File: src/rtl/config_frame_sequencer.sv
// Configuration frame sequencer: accepts frame write requests and drives FrameData
// plus a one-hot FrameStrobe through SETUP -> STROBE -> HOLD timing for a fabric column.
module config_frame_sequencer #(
  parameter int MaxFramesPerCol = 20,
  parameter int FrameBitsPerRow = 32,
  parameter int SETUP_CYCLES    = 2,
  parameter int STROBE_CYCLES   = 1
) (
  input  logic                       UserCLK,
  input  logic                       rst,
  input  logic                       cfg_valid,
  output logic                       cfg_ready,
  input  logic [4:0]                 cfg_addr,
  input  logic [FrameBitsPerRow-1:0] cfg_data,
  input  logic                       err_clr,
  output logic [FrameBitsPerRow-1:0] FrameData,
  output logic [MaxFramesPerCol-1:0] FrameStrobe,
  output logic                       busy,
  output logic                       err_addr,
  output logic [15:0]                frame_cnt
);

  typedef enum logic [1:0] {IDLE, SETUP, STROBE, HOLD} state_e;

  // Phase counter counts down to zero; load values are "length - 1".
  localparam logic [3:0] SETUP_LD   = 4'(SETUP_CYCLES - 1);
  localparam logic [3:0] STROBE_LD  = 4'(STROBE_CYCLES - 1);
  localparam logic [5:0] NUM_FRAMES = 6'(MaxFramesPerCol);

  state_e                     state_q, state_d;
  logic [3:0]                 phase_q, phase_d;
  logic [4:0]                 addr_q, addr_d;
  logic [FrameBitsPerRow-1:0] data_q, data_d;
  logic [MaxFramesPerCol-1:0] strobe_q, strobe_d;
  logic [15:0]                frame_cnt_q, frame_cnt_d;
  logic                       err_q, err_d;
  logic                       accept, addr_ok;

  assign cfg_ready   = (state_q == IDLE);
  assign busy        = (state_q != IDLE);
  assign accept      = cfg_valid && cfg_ready;
  assign addr_ok     = ({1'b0, cfg_addr} < NUM_FRAMES);
  assign FrameData   = data_q;
  assign FrameStrobe = strobe_q;
  assign err_addr    = err_q;
  assign frame_cnt   = frame_cnt_q;

  always_comb begin
    state_d     = state_q;
    phase_d     = phase_q;
    addr_d      = addr_q;
    data_d      = data_q;
    frame_cnt_d = frame_cnt_q;
    err_d       = err_q;
    strobe_d    = '0;

    unique case (state_q)
      IDLE: begin
        if (accept && addr_ok) begin
          state_d = SETUP;
          phase_d = SETUP_LD;
          addr_d  = cfg_addr;
          data_d  = cfg_data;
        end
      end
      SETUP: begin
        if (phase_q == 4'd0) begin
          state_d     = STROBE;
          phase_d     = STROBE_LD;
          frame_cnt_d = frame_cnt_q + 16'd1;
        end else begin
          phase_d = phase_q - 4'd1;
        end
      end
      STROBE: begin
        if (phase_q == 4'd0) begin
          state_d = HOLD;
          phase_d = 4'd0;
        end else begin
          phase_d = phase_q - 4'd1;
        end
      end
      HOLD: begin
        state_d = IDLE;
        phase_d = 4'd0;
      end
      default: begin
        state_d = IDLE;
        phase_d = 4'd0;
      end
    endcase

    // A new bad address in the same cycle as a clear keeps the flag set.
    if (accept && !addr_ok) err_d = 1'b1;
    else if (err_clr)       err_d = 1'b0;

    // Strobe register mirrors the next state so it is high exactly during STROBE.
    for (int i = 0; i < MaxFramesPerCol; i++) begin
      strobe_d[i] = (state_d == STROBE) && (addr_d == 5'(i));
    end
  end

  always_ff @(posedge UserCLK) begin
    if (rst) begin
      state_q     <= IDLE;
      phase_q     <= 4'd0;
      addr_q      <= 5'd0;
      data_q      <= '0;
      strobe_q    <= '0;
      frame_cnt_q <= 16'd0;
      err_q       <= 1'b0;
    end else begin
      state_q     <= state_d;
      phase_q     <= phase_d;
      addr_q      <= addr_d;
      data_q      <= data_d;
      strobe_q    <= strobe_d;
      frame_cnt_q <= frame_cnt_d;
      err_q       <= err_d;
    end
  end

endmodule

File: config.mk
export PLATFORM = sky130hd
export DESIGN_NAME = config_frame_sequencer
export DESIGN_NICKNAME = d
export VERILOG_FILES = /design/src/rtl/config_frame_sequencer.sv
export SDC_FILE = /design/constraint.sdc
export NUM_CORES = 1
export LEC_CHECK = 0
export BUFFER_PORTS_ARGS = -buffer_cell sky130_fd_sc_hd__buf_2
export CORE_ASPECT_RATIO = 1.2
export CORE_MARGIN = 1
export CORE_UTILIZATION = 50
export CTS_BUF_LIST = sky130_fd_sc_hd__clkbuf_8
export DETAILED_ROUTE_END_ITERATION = 8
export HOLD_SLACK_MARGIN = 0.06
export PLACE_DENSITY = 0.8
export SLEW_MARGIN = 0
export SYNTH_ARGS = -nofsm -noshare
export SYNTH_HDL_FRONTEND = slang
export SYNTH_SLANG_ARGS = --single-unit
File: constraint.sdc
create_clock -name UserCLK -period 5.16 [get_ports UserCLK]
set_clock_uncertainty 0.05 [all_clocks]
set_input_delay 0.258 -clock UserCLK [delete_from_list [all_inputs] [get_ports UserCLK]]
set_output_delay 0.258 -clock UserCLK [all_outputs]
set_load 0.02 [all_outputs]
==> summary.md <==
The synthesized net count is 435, and the highest attainable clock frequency is 356.3 MHz. The tools report the reg-to-reg critical path startpoint as state_q[0]$_SDFF_PP0_. In the global route stage, overall resource usage came out at 23.37%. In this run switching power makes up 36.09% of total power.

The count of TritonRoute iterations in the first routing pass was 4. Of the total power, combinational logic draws 30.9%. Floorplan die height: 89.85 µm.

dfxtp_1 takes more of the synthesized area than any other cell. The share of the cycle needed by the critical path after routing is 54.39%, and the total clock buffers created by CTS is 9. Setup repair after global routing left no endpoint under its margin. The area share of the largest cell type after synthesis works out to 49.81%. The path class of the tightest hold or removal check is in -> reg. The buffers inserted during post-CTS setup optimization was 0. The routed design has 7421 µm of wire. Setup violations remaining at the end of the flow were counted as 0. The maximum root-to-sink buffer count came out at 2.

Overall power consumption after layout is estimated at 1.683 mW. The number of warnings issued by yosys was 0; the shortest period the worst path allows was 2806 ps. Global routing consumed, on the met1 layer, 28.10% of the routing resources. The sum of buffers and inverters on the critical path works out to 1.

The average wire per standard cell was 12.82 µm. In this run the remaining antenna-violating nets after routing total 0. Per report_power, the sequential group accounts for 42.9% of the total. The root buffer cell chosen for the clock tree is clkbuf_8. The required time at the worst-slack endpoint is 5330 ps.

Ranked by instance count, the synthesized netlist is headed by nand2_1 (81), dfxtp_1 (80), a21oi_1 (53). Traced cell by cell, the critical path runs through inv_1, ha_1, and2_1, nand2_1, a31oi_1, nor3_1. The run gives 112 as the number of top-level pins.

The most critical setup path has its startpoint at state_q[0]$_SDFF_PP0_. The count of routing violations after the opening detailed-route iteration came out at 215. For flop-to-flop paths, the worst setup slack is 2350 ps. In this run, synthesis produced a sequential element count of 80. The initial antenna violation count was 0.

The flow ran to the end, and the final reports show no timing, DRC or antenna violations. Measured against its own limit, the worst slew margin works out to 23.16%. The total overflow left after global routing is 0. The share of the Yosys chip area taken by registers is 49.81%. The post-placement cell count was 564; the number of cells traversed by the worst register-to-register path was 6. After floorplanning, the core was divided into 31 placement rows. Grouping stages by cell kind, the critical path spends the most delay in simple AND/OR/NAND/NOR gates.

For this run, the leading register cell type out of synthesis is dfxtp_1. In this run the worst setup path terminates at FrameStrobe[3]$_SDFF_PP0_. IR analysis of the VDD net gives a maximum drop of 184.5 µV. In the post-route analysis, the smallest setup slack over all paths is 2354 ps. The tools report the endpoint of the lowest-slack register-to-register path as FrameStrobe[3]$_SDFF_PP0_. The transition time at the pin with the least slew margin was 1150 ps; the count of input and output buffers was 111. Global routing consumed, on the met3 layer, 4.148% of the routing resources. The cell area after synthesis was 3216 µm². For the worst setup path, the data arrival time is 2980 ps. The critical path depth is 6, and the number of H-tree levels is 3.

The finished cells cover 4015 µm². The global-route wire length before repair was 12350 µm. The netlist uses 43 different library cells. The initial core utilization is 52.47%, and the clock slew seen by the registers of the worst setup and hold paths is 80 ps. The run gives 579 as the count of non-filler cells in the finished layout.

Type of destination of the critical path: a register. The number of DRC violations after detailed routing is 0. The area of the die came out at 6757 µm². Using the TritonRoute via totals, the vias-per-cell ratio works out to 5.352. The final hold violation count was 0; the number of instances in the synthesized netlist was 385. The number of instances resized during post-cts repair is 0, and the post-place setup slack is 2371 ps. Power per cell area: 419.0 nW/µm². In this run the mean area of a mapped cell was 8.352 µm².

The diode insertion count for antenna repair is 0, and the HPWL after detailed placement is 5240 µm. Across the run, the number of max-cap violations was 0. The die width works out to 75.21 µm.

Per report_power, the clock group accounts for 26.1% of the total. Slowest cell on the critical path: nand2_1. Area of the core region: 6128 µm². The busiest layer in global routing is met2. For the via count of the first global-routing pass, the log shows 2830. For the cell area reported after detailed placement, the log shows 3830 µm².

By area the synthesized netlist is led by dfxtp_1 (50%), nand2_1 (9.5%), a21oi_1 (8.2%). In this run the power spent charging and discharging nets is 607.2 µW. The routed layout has 3099 vias. For this design the static power due to leakage is 1.741 nW. After clock tree synthesis, the flow added hold-fix buffers numbering 0. After synthesis, the share of flip-flops with an asynchronous set or reset is 0%. The logs give 0.8380 for the global placement routability congestion and 62 for the largest net degree at the start of global routing. The largest single stage delay on the critical path is 750 ps. From synthesis to final layout, the design area changed by 24.86%. The summed negative setup slack over all endpoints is 0 ps, and the clock network latency to the later pin of the worst-skew pair is 350 ps.

The maximum fanout along the worst path is 36, and the post-layout net count is 543. The most used standard cell by instance count after synthesis was nand2_1. STA classifies the critical path startpoint as a register.

In the final layout, the share of cells above drive strength 1 is 26.96%. TritonCTS built the clock tree. The clock drives 80 sinks. The type of the setup path with the least slack was reg -> reg. The final-report max-slew violation count was 0; the internal power component was 1.075 mW. In the global route stage, met2 resource usage came out at 38.29%. Counting flops with a built-in enable in the synthesized netlist gives 0.
[kinds of logic (layout without fill, tap and decap cells)]
family / Yosys count / in the layout / share of synthesized area [%]
adders and majority gates: 9 / 9 / 3.502
xor gates and xnor gates: 10 / 10 / 2.724
muxes: 1 / 1 / 0.3113
and+or+nand+nor: 175 / 175 / 26.07
AOI/OAI and AO/OA: 82 / 82 / 14.28
DFF: 80 / 80 / 49.81
buffers and inverters: 28 / 140 / 3.307
[metal layers]
layer | wire length [µm] | share of wire [%]
met1 | 3145 | 42
met2 | 3608 | 49
met3 | 425 | 5.7
met4 | 242 | 3.3
met5 | 0 | 0
[flip-flops by register name, summed over array words and instances (netlist names)]
register	cells
FrameData	32
FrameStrobe	20
frame_cnt	16
addr_q	5
phase_q	4
state_q	2
err_addr	1
[cells in the final DEF, fill, tap and decap left out, drive strengths merged, types with 8 or more instances in the layout]
| master | instances |
|---|---|
| nand3 | 8 |
| nor2 | 20 |
| dfxtp | 80 |
| ha | 9 |
| a21oi | 53 |
| buf | 113 |
| o21ai | 10 |
| clkbuf | 9 |
| nand2 | 81 |
| inv | 12 |
| nor3 | 26 |
[metrics by stage]
stage                     hold WS [ps]  utilization [%]
after detailed placement         394.9            62.49
after floorplan                  344.0                -
after CTS                        73.44            65.52
final                            84.34            65.52
after global placement           389.2            62.49
after global routing             68.88            65.52
[final cells by class]
cell class              count  area [µm²]
clock buffers               9       123.9
clock inverters             6       61.31
fillers                   561        2113
inverters                  12       45.04
multi-input cells         277        1510
flip-flops and latches     80        1602
well taps                  82       102.6
repair buffers            113       570.5
[worst min path at each step]
stage | endpoint | start | slack [ps] | cells after the start
2_1_floorplan | addr_q[0]$_SDFF_PP0_ | cfg_addr[0] | 340 | 2
3_3_place_gp | FrameData[13]$_SDFFE_PP0P_ | FrameData[13]$_SDFFE_PP0P_ | 390 | 2
3_5_place_dp | FrameData[19]$_SDFFE_PP0P_ | FrameData[19]$_SDFFE_PP0P_ | 390 | 2
4_1_cts | FrameData[12]$_SDFFE_PP0P_ | cfg_data[12] | 70 | 3
5_1_grt | FrameData[12]$_SDFFE_PP0P_ | cfg_data[12] | 70 | 3
6_report | FrameData[17]$_SDFFE_PP0P_ | cfg_data[17] | 80 | 3
[worst reg2reg max path, stage by stage (launching register included)]
cell	delay, ps
dfxtp_1	350
inv_1	140
ha_1	230
and2_1	360
nand2_1	750
a31oi_1	690
nor3_1	120
[power by group through the flow]
stage | registers, mW | clock network (mW) | logic (mW)
after global routing | 0.731 | 0.479 | 0.577
after detailed placement | 0.736 | 0 | 0.518
after floorplan | 0.789 | 0 | 0.319
after global placement | 0.732 | 0 | 0.506
final | 0.722 | 0.440 | 0.520
after CTS | 0.722 | 0.446 | 0.521
Power figures use the tool's default switching activity.
